**src/rtl/pwm_leg_deadtime.sv**
```systemverilog
// One inverter leg: compares the shared triangle carrier against a double-buffered duty
// and drives a complementary gate pair with a programmable dead-time gap.
module pwm_leg_deadtime #(
  parameter int CARRIER_W = 16,
  parameter int DT_W      = 8
) (
  input  logic                 clk,
  input  logic                 rst_n,
  input  logic [CARRIER_W-1:0] carrier,
  input  logic                 carrier_high,
  input  logic                 carrier_low,
  input  logic [CARRIER_W-1:0] duty,
  input  logic [DT_W-1:0]      deadtime,
  input  logic                 update_both,
  input  logic                 enable,
  output logic                 gate_hi,
  output logic                 gate_lo,
  output logic                 pwm_raw,
  output logic [CARRIER_W-1:0] duty_active
);

  localparam logic [2:0] ST_IDLE     = 3'd0;
  localparam logic [2:0] ST_DT_TO_HI = 3'd1;
  localparam logic [2:0] ST_HI       = 3'd2;
  localparam logic [2:0] ST_DT_TO_LO = 3'd3;
  localparam logic [2:0] ST_LO       = 3'd4;

  logic [CARRIER_W-1:0] duty_active_q, duty_active_d;
  logic [DT_W-1:0]      dt_active_q, dt_active_d;
  logic [DT_W-1:0]      dt_cnt_q, dt_cnt_d;
  logic [2:0]           state_q, state_d;
  logic                 pwm_raw_q, pwm_raw_d;
  logic                 gate_hi_q, gate_hi_d;
  logic                 gate_lo_q, gate_lo_d;
  logic                 shadow_load;

  always_comb begin
    shadow_load   = carrier_low | (carrier_high & update_both);
    duty_active_d = shadow_load ? duty : duty_active_q;
    dt_active_d   = shadow_load ? deadtime : dt_active_q;
    pwm_raw_d     = (carrier < duty_active_q);
  end

  // The DT states leave when the count reaches 1 so the both-off gap is exactly
  // dt_active cycles; a zero dead time bypasses the DT states altogether.
  always_comb begin
    state_d  = state_q;
    dt_cnt_d = dt_cnt_q;
    if (!enable) begin
      state_d  = ST_IDLE;
      dt_cnt_d = '0;
    end else begin
      case (state_q)
        ST_IDLE: begin
          dt_cnt_d = dt_active_q;
          if (pwm_raw_q) state_d = (dt_active_q == '0) ? ST_HI : ST_DT_TO_HI;
          else           state_d = (dt_active_q == '0) ? ST_LO : ST_DT_TO_LO;
        end
        ST_HI: begin
          if (!pwm_raw_q) begin
            dt_cnt_d = dt_active_q;
            state_d  = (dt_active_q == '0) ? ST_LO : ST_DT_TO_LO;
          end
        end
        ST_LO: begin
          if (pwm_raw_q) begin
            dt_cnt_d = dt_active_q;
            state_d  = (dt_active_q == '0) ? ST_HI : ST_DT_TO_HI;
          end
        end
        ST_DT_TO_HI: begin
          // Compare reverted before gate_hi ever rose: low side is safe to re-enter at once.
          if (!pwm_raw_q) begin
            state_d  = ST_LO;
            dt_cnt_d = '0;
          end else if (dt_cnt_q <= DT_W'(1)) begin
            state_d  = ST_HI;
            dt_cnt_d = '0;
          end else begin
            dt_cnt_d = dt_cnt_q - DT_W'(1);
          end
        end
        ST_DT_TO_LO: begin
          if (pwm_raw_q) begin
            state_d  = ST_HI;
            dt_cnt_d = '0;
          end else if (dt_cnt_q <= DT_W'(1)) begin
            state_d  = ST_LO;
            dt_cnt_d = '0;
          end else begin
            dt_cnt_d = dt_cnt_q - DT_W'(1);
          end
        end
        default: begin
          state_d  = ST_IDLE;
          dt_cnt_d = '0;
        end
      endcase
    end
    gate_hi_d = (state_d == ST_HI);
    gate_lo_d = (state_d == ST_LO);
  end

  always_ff @(posedge clk or negedge rst_n) begin
    if (!rst_n) begin
      duty_active_q <= '0;
      dt_active_q   <= '0;
      dt_cnt_q      <= '0;
      state_q       <= ST_IDLE;
      pwm_raw_q     <= 1'b0;
      gate_hi_q     <= 1'b0;
      gate_lo_q     <= 1'b0;
    end else begin
      duty_active_q <= duty_active_d;
      dt_active_q   <= dt_active_d;
      dt_cnt_q      <= dt_cnt_d;
      state_q       <= state_d;
      pwm_raw_q     <= pwm_raw_d;
      gate_hi_q     <= gate_hi_d;
      gate_lo_q     <= gate_lo_d;
    end
  end

  assign gate_hi     = gate_hi_q;
  assign gate_lo     = gate_lo_q;
  assign pwm_raw     = pwm_raw_q;
  assign duty_active = duty_active_q;

endmodule
```
**config.mk**
```make
export PLATFORM = sky130hd
export DESIGN_NAME = pwm_leg_deadtime
export DESIGN_NICKNAME = d
export VERILOG_FILES = /design/src/rtl/pwm_leg_deadtime.sv
export SDC_FILE = /design/constraint.sdc
export NUM_CORES = 1
export LEC_CHECK = 0
export CAP_MARGIN = 30
export CORE_MARGIN = 2
export CORE_UTILIZATION = 51
export CTS_CLUSTER_SIZE = 40
export DETAILED_ROUTE_END_ITERATION = 12
export PLACE_DENSITY = 0.9
export SLEW_MARGIN = 20
export SYNTH_ARGS = -nofsm -noshare
export SYNTH_HDL_FRONTEND = slang
export SYNTH_SLANG_ARGS = --single-unit
```
**constraint.sdc**
```tcl
create_clock -name clk -period 4.9 [get_ports clk]
set_input_delay 0.98 -clock clk [delete_from_list [all_inputs] [get_ports clk]]
set_output_delay 0.98 -clock clk [all_outputs]
set_load 0.005 [all_outputs]
```
Word-level counts from Yosys, hierarchy flattened
Cells that the tools add are included.
{"block": "totals", "reg_bits": 38, "inputBits": 46, "out_inout_bits": 19, "word_cells": 41}
{"block": "classes", "n_addsub": 1, "n_lt_le_gt_ge": 2, "eq_ne": 8, "muxes": 18, "bitwise": 2, "reduce_logical": 3}
{"op": "$mux 8", "count": 6}
{"op": "$pmux 8 s5", "count": 1}
{"op": "$mux 3", "count": 9}
{"op": "$lt 16x16->1", "count": 1}
{"op": "$pmux 3 s5", "count": 1}
{"op": "$eq 3x2->1 const B", "count": 3}
{"op": "$le 8x1->1 const B", "count": 1}
{"op": "$logic_not 8->1", "count": 1}
{"op": "$sub 8x1->8 const B", "count": 1}
{"op": "$eq 3x3->1 const B", "count": 2}
{"op": "$ne 3x3->1 const B", "count": 2}
{"op": "$eq 3x1->1 const B", "count": 1}
{"op": "$logic_not 3->1", "count": 1}
{"op": "$mux 2", "count": 1}
{"op": "$reduce_and 2->1", "count": 1}
{"op": "$and 1x1->1", "count": 1}
{"op": "$or 1x1->1", "count": 1}

Depth between registers and ports, before layout
Gate-level depths: netlist (run 1).
{"block": "logic_depth", "ltp_word": 6, "mapped_depth": 9, "depth_no_buf": 9}

Least setup slack after synthesis (run 1)
Ideal clock, no wire load.
{"block": "synth_timing", "path_type": "in2reg", "from": "input port enable", "to": "register dt_cnt_q[6]", "setup_ns": 0.080, "arrival_ns": 2.158, "required_time_ns": 4.820, "setup_slack_ns": 2.661, "stages": 5, "path_buffers": 0, "path_cell_list": "inv_1 > a211oi_4 > or3b_1 > or3_1 > o211ai_2"}
{"block": "synth_via", "elab_chain_cells": 2, "elab_cells_between_ends": 4, "cone_classes": "eq/ne: 2; mux: 1; reduce/logical: 1"}
{"element": "start: declaration", "line_no": "15", "source": "input logic enable,"}
{"element": "$ne 3x3->1 (no source line)"}
{"element": "$reduce_and 2->1 (no source line)"}
{"element": "end signal: assignment", "line_no": "116", "source": "dt_cnt_q <= dt_cnt_d;"}
{"element": "end: declaration", "line_no": "30", "source": "logic [DT_W-1:0] dt_cnt_q, dt_cnt_d;"}
Several ways; a longest one is shown, not always the timed one.
A chain may end at the register's enable or synchronous reset.

Worst setup path after layout (run 1)
Same ends and word-level chain as after synthesis.

==> metrics.log, run 1 <==
[metrics] detailed-routing wirelength on met1: 2.193 mm
[metrics] category of the critical setup timing path: primary input to register
[metrics] via density per instance: 5.618
[metrics] sink count of the clock tree: 38
[metrics] post-detailed-route DRC marker count: 0
[metrics] post-synthesis instance area: 0.002277 mm2
[metrics] unrepaired setup endpoints after global routing: no
[metrics] number of nets in the layout: 346
[metrics] Inserted Clock Buffers: 5
[metrics] fraction of the yosys area taken by sequential cells: 41.76%
[metrics] Die Ht: 70.82 um
[metrics] average cell area after synthesis: 10.49 um2
[metrics] Seq cells post-synth: 38
[metrics] portion of synthesized cell area occupied by the leading cell type: 41.76%
[metrics] data arrival time of the worst path: between 2000 and 3000 ps
[metrics] cell at the slowest stage of the critical path: clkdlybuf4s50_1
[metrics] Max Freq: roughly 0.38 GHz
[metrics] async set or reset register ratio after synthesis: 100.0%
[metrics] Die Area: 0.005015 mm2
[metrics] global-route wire length before repair: 8.756 mm
[metrics] hold-fix buffer count after cts: 0
[metrics] area leader, netlist: dfrtp_1
[metrics] final worst path period share: 54.03%
[metrics] overall via count from detail_route: 1882
[metrics] Initial DRT Pass Iterations: 4
[metrics] total congestion overflow: 0
[metrics] shortest clock period the worst path allows after layout: 2647 ps
[metrics] GRT Resource Usage Total: between 20 and 25%
[metrics] final HPWL from detailed placement: 3.842 mm
[metrics] Final GP Congestion: between 0.9 and 1
[metrics] number of top-level design ports: 65
[metrics] pre-CTS setup slack: 1982 ps
[metrics] top post-synthesis cells by area: dfrtp_1 (42%), mux2_2 (12%), ha_1 (9.9%)
[metrics] count of flip-flops with a built-in enable after synthesis: 0
[metrics] count of synthesis-stage warnings from yosys: 0
[metrics] setup skew after layout: 3.442 ps
[metrics] list of cells traversed by the critical path: clkdlybuf4s50_1 -> inv_1 -> a211oi_4 -> or3b_1 -> or3_1 -> o211ai_2
[metrics] post-route antenna net violation count: 0
[metrics] number of setup violations in the final report: 0
[metrics] CP Launch Type: primary input
[metrics] max-capacitance violation count: 0
[metrics] later-pin clock latency in the skew report: 290 ps
[metrics] count of antenna diodes in the layout: 0
[metrics] worst vdd ir: between 200 and 250 uV
[metrics] Initial DRC Count: 86
[metrics] vias in the first global route: 1923
[metrics] post-synthesis instance total: 217
[metrics] pin count of the biggest net entering global routing: 39
[metrics] final design utilization: 70.83%
[metrics] synth-to-layout area growth: 34.51%
[metrics] highest routing layer actually used: met4
[metrics] count of instances resized after the clock tree is built: 0
[metrics] total power consumption of the routed design: approximately 1200 uW
[metrics] I/O Buffers: 64
[metrics] Worst Hold Class: register to register
[metrics] category of the worst setup path capture point: register
[metrics] data required time at the worst endpoint: around 5000 ps
[metrics] deepest clock path buffer count: 2
[metrics] buffer count from post-CTS setup fixing: 0
[metrics] TritonCTS clock tree: yes
[metrics] horizontal die dimension: a little over 70 um
[metrics] biggest cell delay along the critical path: 500 ps
[metrics] post-placement cell area: 0.002954 mm2
[metrics] clock transition at the registers of the reported paths: 70 ps
[metrics] Post-Layout Inst Area: around 0.0031 mm2
[metrics] headroom to the max-slew limit: around 44%
[metrics] clock tree root buffer cell: clkbuf_8
[metrics] total power density per cell area: 376.4 mW/mm2
[metrics] transition time of the tightest slew-check pin: approximately 830 ps
[metrics] wire length on met2: 2.445 mm
[metrics] met3 WL post-DR: ~350 um
[metrics] worst path setup slack after routing: 2253 ps
[metrics] final slew viol count: 0
[metrics] standard-cell row count: 24
[metrics] Total Neg Setup Slack: 0 ps
[metrics] static leakage power: 0.001372 uW
[metrics] fraction of final layout cells sized beyond drive strength 1: 15.55%
[metrics] Synth Flop Type: dfrtp_1
[metrics] count of final hold-check violations: 0
[metrics] number of distinct library cells after synthesis: 49
[metrics] Worst Path Max Fanout: 10
[metrics] routed wire length: 5.094 mm
[metrics] Starting Density: 52.66%
[metrics] net count after synthesis: 281
[metrics] result of the run: complete, no violations
[metrics] number of antenna violations at the first check in global routing: 0
[metrics] mean routed wirelength per cell: 15.21 um
[metrics] H-tree levels: 2
[metrics] Core ar.: ~0.0043 mm2
## worst max-delay path: cells and delay by family
family,cells,cell delay (ps)
buffers and inverters,2,600
AO/OA/AOI/OAI,2,460
AND/OR/NAND/NOR,2,830
## power by group
| group | switching, uW | total, uW | internal, uW |
|---|---|---|---|
| Sequential | 81.6 | 449 | 367 |
| Combinational | 215 | 443 | 228 |
| Clock | 112 | 261 | 150 |
| Total | 408 | 1150 | 745 |
## flip-flops by register name (all words and copies together), names as in the netlist
register,cells
duty_active,16
dt_active_q,8
dt_cnt_q,8
state_q,3
gate_hi,1
gate_lo,1
pwm_raw,1
## path summary, 6_finish.rpt
check,startpoint,endpoint,slack [ps],cells after the start
max in group asynchronous,rst_n,gate_hi$_DFF_PN0_,3590,1
min in group asynchronous,rst_n,duty_active[9]$_DFFE_PN0P_,770,1
hold / removal,duty_active[10]$_DFFE_PN0P_,duty_active[10]$_DFFE_PN0P_,530,1
hold reg to reg,duty_active[10]$_DFFE_PN0P_,duty_active[10]$_DFFE_PN0P_,530,1
setup / recovery,enable,dt_cnt_q[6]$_DFFE_PN0P_,2250,6
setup reg to reg,dt_active_q[2]$_DFFE_PN0P_,gate_lo$_DFF_PN0_,2560,9
## logic make-up (layout without fill, tap and decap cells)
kind of cell / count (synthesis) / in the layout / synth area share [%]
AOI/OAI and AO/OA: 48 / 48 / 15.44
xor gates and xnor gates: 2 / 2 / 0.7694
adders and majority gates: 18 / 18 / 9.890
buffers and inverters: 31 / 97 / 5.494
DFF: 38 / 38 / 41.76
muxes: 24 / 24 / 11.87
and+or+nand+nor: 56 / 56 / 14.78
## layout by cell type (no fill, tap or decap), types with 2 or more instances in the layout
cell and n:
a32o_1 2, mux2_2 24, clkinv_2 2, a21oi_1 9
nand4_1 2, clkbuf_8 5, or3_1 3, a21o_1 5
a22o_1 5, or4_1 3, nor3b_1 3, nor3_1 4
ha_1 18, a31oi_1 2, nand2b_1 2, nand3_1 5
o31ai_1 2, inv_1 24, o21ai_0 12, nor2b_1 3
dfrtp_1 38, nor2_1 11, clkdlybuf4s50_1 63, nand2_1 8
## routing by layer
layer | vias up | GRT usage (%)
li1 | 920 | -
met1 | 890 | 27.21
met2 | 63 | 36.66
met3 | 9 | 6.980
met4 | 0 | 8.595
met5 | - | 0
## through the flow
| step | cells | hold WS [ps] |
|---|---|---|
| 2_1_floorplan | 217 | 477.9 |
| 3_3_place_gp | 327 | 512.5 |
| 3_5_place_dp | 327 | 519.2 |
| 4_1_cts | 335 | 536.5 |
| 5_1_grt | 335 | 558.5 |
| 6_report | 335 | 529.0 |
## layout make-up
| cell class | count | area [um2] |
|---|---|---|
| Clock inverter | 3 | 40.04 |
| Tap cell | 52 | 65.06 |
| Fill cell | 315 | 1261 |
| Timing Repair Buffer | 65 | 643.1 |
| Sequential cell | 38 | 950.9 |
| Inverter | 24 | 90.09 |
| Clock buffer | 5 | 68.82 |
| Multi-Input combinational cell | 148 | 1205 |
## Yosys cell counts, drive strengths merged, types with 2 or more instances
cell,number
dfrtp,38
inv,24
mux2,24
ha,18
o21ai,12
nor2,11
a21oi,10
nand2,8
a21o,5
a22o,5
clkbuf,5
nand3,5
nor3,4
or4,4
nor2b,3
nor3b,3
or3,3
a211oi,2
a221oi,2
a31oi,2
a32o,2
buf,2
nand2b,2
nand4,2
nor4,2
o211ai,2
o31ai,2
or2,2
Power figures use the tool's default switching activity.
==> inputs of run 2 (changes only) <==
Settings changed: CORE_UTILIZATION 51 to 43, PLACE_DENSITY 0.9 to 0.81.
Clock period 4.9 ns to 2.4 ns, I/O delays scaled along.
==> metrics.log, run 2 (synthesized netlist as in run 1, its figures left out) <==
[metrics] later-pin clock latency in the skew report: 290 ps (about the same)
[metrics] internal power consumption: 1532 uW (+110%)
[metrics] Total Neg Setup Slack: 0 ps (unchanged)
[metrics] total power consumption of the routed design: 2358 uW (+100%)
[metrics] Initial DRC Count: 97 (+13%)
[metrics] result of the run: complete, no violations
[metrics] final HPWL from detailed placement: 3.818 mm (-0.61%)
[metrics] Die Area: 0.005894 mm2 (+18%)
[metrics] r2r endpoint: gate_lo$_DFF_PN0_
[metrics] fraction of final layout cells sized beyond drive strength 1: 16.78% (+1.2 points)
[metrics] mean routed wirelength per cell: 14.23 um (-6.4%)
[metrics] vias in the first global route: 1982 (+3.1%)
[metrics] count of non-filler cells in the finished layout: 356 (+6.3%)
[metrics] list of cells traversed by the critical path: or4_1 -> or2_1 -> inv_1 -> ha_1 -> nor2_1 -> nor3_1 -> a221oi_1 -> a21oi_2 -> and4b_1
[metrics] Inserted Clock Buffers: 5 (unchanged)
[metrics] Core ar.: 0.005107 mm2 (+18%)
[metrics] TritonCTS clock tree: yes
[metrics] transition time of the tightest slew-check pin: 620.0 ps (-212.9 ps)
[metrics] count of antenna diodes in the layout: 0 (unchanged)
[metrics] Die Ht: 76.77 um (+8.4%)
[metrics] post-detailed-route DRC marker count: 0 (unchanged)
[metrics] I/O Buffers: 64 (unchanged)
[metrics] final slew viol count: 0 (unchanged)
[metrics] setup skew after layout: 5.859 ps (+2.417 ps)
[metrics] biggest cell delay along the critical path: 540 ps (+40 ps)
[metrics] Max Freq: approximately 0.45 GHz
[metrics] via density per instance: 5.337 (-5.0%)
[metrics] R2R Path Start: dt_active_q[2]$_DFFE_PN0P_
[metrics] worst vdd ir: 369.9 uV (+70%)
[metrics] register area: 950.9 um2 (unchanged)
[metrics] unrepaired setup endpoints after global routing: no
[metrics] number of flip-flops under the largest register name: 16 (unchanged)
[metrics] clock transition at the registers of the reported paths: 80 ps (about the same)
[metrics] Worst Path Max Fanout: 3 (-7)
[metrics] overall via count from detail_route: 1900 (+0.96%)
[metrics] routed wire length: 5.066 mm (-0.55%)
[metrics] number of antenna violations at the first check in global routing: 0 (unchanged)
[metrics] CP Launch Type: register
[metrics] shortest clock period the worst path allows after layout: ~2200 ps
[metrics] category of the worst setup path capture point: register
[metrics] combinational group share of total power: 38.8% (+0.4 points)
[metrics] Final GP Congestion: 0.8630 (-7.7%)
[metrics] horizontal die dimension: 76.77 um (+8.4%)
[metrics] final worst path period share: 92.66%
[metrics] data required time at the worst endpoint: 2620 ps (-2490 ps)
[metrics] pin count of the biggest net entering global routing: 39 (unchanged)
[metrics] Starting Density: 44.59% (-8.1 points)
[metrics] H-tree levels: 2 (unchanged)
[metrics] clock tree root buffer cell: clkbuf_8
[metrics] minimum setup slack among reg-to-reg paths: 180 ps (-2380 ps)
[metrics] sink count of the clock tree: 38 (unchanged)
[metrics] relative contribution of sequential cells to total power: 38.8% (about the same)
[metrics] Initial DRT Pass Iterations: 4 (unchanged)
[metrics] Worst Hold Class: primary input to async pin
[metrics] global-route wire length before repair: 8.790 mm (+0.39%)
[metrics] standard-cell row count: 26 (+8.3%)
[metrics] total power density per cell area: 753.0 mW/mm2 (+100%)
[metrics] category of the critical setup timing path: register to register
[metrics] count of final hold-check violations: 0 (unchanged)
[metrics] synth-to-layout area growth: 37.53%
[metrics] deepest clock path buffer count: 2 (unchanged)
[metrics] power share of the clock group: 22.4% (-0.3 points)
[metrics] leading cell type in the layout, fill and taps excluded: clkdlybuf4s50_1
[metrics] GRT Resource Usage Total: 18.43% (-3.8 points)
[metrics] total congestion overflow: 0 (unchanged)
[metrics] static leakage power: 0.001395 uW (+1.7%)
[metrics] fraction of power spent switching nets: 35.04% (-0.33 points)
[metrics] placed insts: 347 (+6.1%)
[metrics] number of fillers in the final layout: 437 (+39%)
[metrics] number of setup violations in the final report: 0 (unchanged)
[metrics] power dissipated by switching net loads: 826.4 uW (+100%)
[metrics] area of the multi-input gates: 0.001209 mm2 (+0.31%)
[metrics] headroom to the max-slew limit: 58.66% (+14 points)
[metrics] leading cell types in the layout, fill and taps excluded: clkdlybuf4s50_1 (63), dfrtp_1 (38), inv_1 (24), mux2_2 (24), ha_1 (18)
[metrics] max-capacitance violation count: 0 (unchanged)
[metrics] number of cell instances on the worst register-to-register path: 9 (unchanged)
[metrics] number of nets in the layout: 349 (+0.87%)
[metrics] post-route antenna net violation count: 0 (unchanged)
[metrics] cell at the slowest stage of the critical path: or4_1
[metrics] number of top-level design ports: 65 (unchanged)
[metrics] data arrival time of the worst path: 2450 ps (-410 ps)
-- run 2: changes by cell type in the layout (fill, tap and decap cells not counted) --
cell,previous run,this run
buf_4,1,3
buf_16,0,1
a21oi_1,9,8
a21oi_2,1,2
-- run 2: cell type report --
cell class / count / share of cell area, %
clock buffers: 5 / 2.197
clock inverters: 3 / 1.278
inverters: 24 / 2.877
multi-input cells: 148 / 38.59
flip-flops and latches: 38 / 30.36
well taps: 70 / 2.797
repair buffers: 68 / 21.89
-- run 2: metrics by stage --
step                      hold WS (ps)  utilization [%]  setup WS [ps]  cell area, um2
after floorplan                  184.4                -          349.9            2277
after global placement           507.7            58.57          241.4            2992
after detailed placement         518.0            58.57          155.6            2992
after CTS                        312.8            60.71          131.0            3100
after global routing             159.8            61.32          17.16            3132
final                            132.4            61.32          176.1            3132
-- run 2: worst max path at each step --
| stage | to | startpoint |
|---|---|---|
| global placement | dt_cnt_q[6]$_DFFE_PN0P_ | enable |
| detailed placement | gate_lo$_DFF_PN0_ | dt_active_q[2]$_DFFE_PN0P_ |
| finish | gate_lo$_DFF_PN0_ | dt_active_q[2]$_DFFE_PN0P_ |
| floorplan | gate_lo$_DFF_PN0_ | dt_active_q[2]$_DFFE_PN0P_ |
| CTS | gate_lo$_DFF_PN0_ | dt_active_q[2]$_DFFE_PN0P_ |
| global route | gate_lo$_DFF_PN0_ | dt_active_q[2]$_DFFE_PN0P_ |
-- run 2: power by group through the flow --
stage	clock [uW]	sequential [uW]	combinational, uW
after floorplan	0	841	669
after global placement	0	912	884
after detailed placement	0	920	905
after CTS	550	910	913
after global routing	575	935	1020
final	529	914	915
-- run 2: worst max-delay path: cells and delay by family (launching register included) --
kind | cells | cell delay, ps
and+or+nand+nor | 5 | 1230
adders and majority gates | 1 | 160
DFF | 1 | 400
buffers and inverters | 1 | 80
AOI/OAI and AO/OA | 2 | 280
-- run 2: what timing repair did --
| action | 4_1_cts | 5_1_grt |
|---|---|---|
| setup endpoints to repair | 0 | 1 |
| hold buffers | 0 | 0 |
| setup buffers | 0 | 0 |
| resized for setup | 0 | 1 |
-- run 2: per-layer routing --
layer  routed length, um  track usage [%]
met5                   0                0
met2                2573            31.75
met3                 328            6.235
met4                  58            4.364
met1                2106            22.14
==> inputs of run 3 (changes only) <==
--- a/config.mk
+++ b/config.mk
@@ -8,7 +8,8 @@
 export CAP_MARGIN = 30
+export CORE_ASPECT_RATIO = 0.8
 export CORE_MARGIN = 2
-export CORE_UTILIZATION = 43
+export CORE_UTILIZATION = 48
 export CTS_CLUSTER_SIZE = 40
 export DETAILED_ROUTE_END_ITERATION = 12
-export PLACE_DENSITY = 0.81
+export PLACE_DENSITY = 0.85
 export SLEW_MARGIN = 20
==> constraint.sdc (replaced) <==
create_clock -name clk -period 2.5 [get_ports clk]
set_input_delay 0.5 -clock clk [delete_from_list [all_inputs] [get_ports clk]]
set_output_delay 0.5 -clock clk [all_outputs]
set_load 0.1 [all_outputs]
==> metrics.log, run 3 (synthesized netlist as in run 1, its figures left out) <==
[metrics] final design utilization: 65.91% (+4.6 points)
[metrics] via density per instance: 5.431 (+1.8%)
[metrics] Worst Path Max Fanout: 3 (unchanged)
[metrics] pin count of the biggest net entering global routing: 39 (unchanged)
[metrics] static leakage power: 0.001382 uW (-0.96%)
[metrics] count of final hold-check violations: 0 (unchanged)
[metrics] worst vdd ir: 513.4 uV (+39%)
[metrics] Starting Density: 49.84% (+5.2 points)
[metrics] category of the worst setup path capture point: register
[metrics] number of antenna violations at the first check in global routing: 0 (unchanged)
[metrics] clock transition at the registers of the reported paths: 70 ps (about the same)
[metrics] leading cell types in the layout, fill and taps excluded: clkdlybuf4s50_1 (44), dfrtp_1 (37), inv_1 (24), mux2_2 (24), buf_4 (21)
[metrics] total congestion overflow: 0 (unchanged)
[metrics] H-tree levels: 2 (unchanged)
[metrics] routed wire length: 5.226 mm (+3.2%)
[metrics] number of top-level design ports: 65 (unchanged)
[metrics] result of the run: complete, no violations
[metrics] number of nets in the layout: 347 (-0.57%)
[metrics] category of the critical setup timing path: register to register
[metrics] Inserted Clock Buffers: 5 (unchanged)
[metrics] number of setup violations in the final report: 0 (unchanged)
[metrics] Final GP Congestion: 0.8805 (+2.0%)
[metrics] final HPWL from detailed placement: 4.031 mm (+5.6%)
[metrics] count of instances resized after the clock tree is built: 0 (unchanged)
[metrics] clock tree root buffer cell: clkbuf_8
[metrics] Die Area: 0.005314 mm2 (-9.8%)
[metrics] data required time at the worst endpoint: 2730 ps (+110 ps)
[metrics] shortest clock period the worst path allows after layout: 2294 ps (+69.95 ps)
[metrics] post-route antenna net violation count: 0 (unchanged)
[metrics] total power density per cell area: 806.4 mW/mm2 (+7.1%)
[metrics] Initial DRC Count: 109 (+12%)
[metrics] Max Freq: 0.4360 GHz (-3.0%)
[metrics] global-route wire length before repair: 8.873 mm (+0.94%)
[metrics] CP Launch Type: register
[metrics] later-pin clock latency in the skew report: 300 ps (about the same)
[metrics] number of fillers in the final layout: 372 (-15%)
[metrics] unrepaired setup endpoints after global routing: no
[metrics] sink count of the clock tree: 38 (unchanged)
[metrics] post-detailed-route DRC marker count: 0 (unchanged)
[metrics] mean routed wirelength per cell: 15.24 um (+7.1%)
[metrics] TritonCTS clock tree: yes
[metrics] data arrival time of the worst path: 2530 ps (+80 ps)
[metrics] horizontal die dimension: 81.01 um (+5.5%)
[metrics] hold-fix buffer count after cts: 0 (unchanged)
[metrics] Total Neg Setup Slack: 0 ps (unchanged)
[metrics] post-placement cell area: 0.002925 mm2 (-2.2%)
[metrics] final slew viol count: 0 (unchanged)
[metrics] transition time of the tightest slew-check pin: 812.8 ps (+192.8 ps)
[metrics] headroom to the max-slew limit: 45.81% (-13 points)
[metrics] Worst Hold Class: primary input to async pin
[metrics] final worst path period share: 91.75% (-0.91 points)
[metrics] overall via count from detail_route: 1863 (-1.9%)
[metrics] I/O Buffers: 64 (unchanged)
[metrics] Die Ht: 65.61 um (-15%)
[metrics] Initial DRT Pass Iterations: 6 (+2)
[metrics] leading cell type in the layout, fill and taps excluded: clkdlybuf4s50_1
[metrics] max-capacitance violation count: 0 (unchanged)
[metrics] synth-to-layout area growth: 32.25%
[metrics] Core ar.: 0.004569 mm2 (-11%)
[metrics] setup skew after layout: 4.852 ps (-1.007 ps)
[metrics] vias in the first global route: 1851 (-6.6%)
[metrics] number of flip-flops under the largest register name: 16 (unchanged)
[metrics] standard-cell row count: 22 (-15%)
[metrics] count of antenna diodes in the layout: 0 (unchanged)
[metrics] Post-Layout Inst Area: 0.003012 mm2 (-3.8%)
[metrics] GRT Resource Usage Total: 22.39% (+4.0 points)
[metrics] deepest clock path buffer count: 2 (unchanged)
[metrics] buffer count from post-CTS setup fixing: 0 (unchanged)
[metrics] fraction of final layout cells sized beyond drive strength 1: 22.26% (+5.5 points)
[metrics] number of cell instances on the worst register-to-register path: 9 (unchanged)
-- run 3: cell types whose count changed in the layout (fill, tap and decap cells not counted), sizes merged --
| cell | delta |
|---|---|
| buf | +17 |
| bufinv | -1 |
| clkbuf | +2 |
| clkdlybuf4s50 | -19 |
| clkinv | -2 |
-- run 3: worst paths after layout --
kind | start | end | slack [ps]
worst max-delay path | dt_active_q[6]$_DFFE_PN0P_ | gate_lo$_DFF_PN0_ | 210
worst min-delay path | rst_n | duty_active[12]$_DFFE_PN0P_ | 290
worst max register to register | dt_active_q[6]$_DFFE_PN0P_ | gate_lo$_DFF_PN0_ | 210
worst min register to register | dt_active_q[5]$_DFFE_PN0P_ | dt_active_q[5]$_DFFE_PN0P_ | 530
max in group asynchronous | rst_n | pwm_raw$_DFF_PN0_ | 1650
min in group clk | dt_active_q[5]$_DFFE_PN0P_ | dt_active_q[5]$_DFFE_PN0P_ | 530
-- run 3: critical path, cell delays in order (launching register included) --
cell and delay (ps):
dfrtp_1 390, or4_1 570, or2_1 270, inv_1 90, ha_1 160, nor2_1 50, nor3_1 140, a221oi_1 80
a21oi_1 260, and4b_1 230
-- run 3: power breakdown --
part / switching [uW] / internal, uW / total, uW / leakage (uW)
sequential: 158 / 721 / 879 / 0.000463
combinational: 682 / 437 / 1120 / 0.000874
clock: 211 / 219 / 430 / 0.0000443
total: 1050 / 1380 / 2430 / 0.00138
-- run 3: layout make-up --
class	count	area (um2)	area share, %
Inverter	24	90.09	2.991
Sequential cell	38	952.2	31.62
Timing Repair Buffer	66	603.1	20.02
Clock buffer	7	86.33	2.867
Multi-Input combinational cell	148	1205	40.01
Tap cell	60	75.07	2.493
-- run 3: through the flow --
stage	hold slack, ps	power [uW]	setup WS [ps]	instances
after floorplan	204.4	1703	171.6	217
after global placement	505.0	1972	313.8	336
after detailed placement	520.7	1998	248.6	336
after CTS	332.3	2432	227.5	343
after global routing	368.4	2593	59.37	343
final	290.5	2429	206.2	343
-- run 3: routing by layer --
metal / vias to the layer above / global-route usage [%] / share of wire, %
li1: 916 / - / -
met1: 884 / 30.52 / 46
met2: 53 / 34.92 / 46
met3: 10 / 3.571 / 5.1
met4: 0 / 10.38 / 2.5
met5: - / 0 / 0
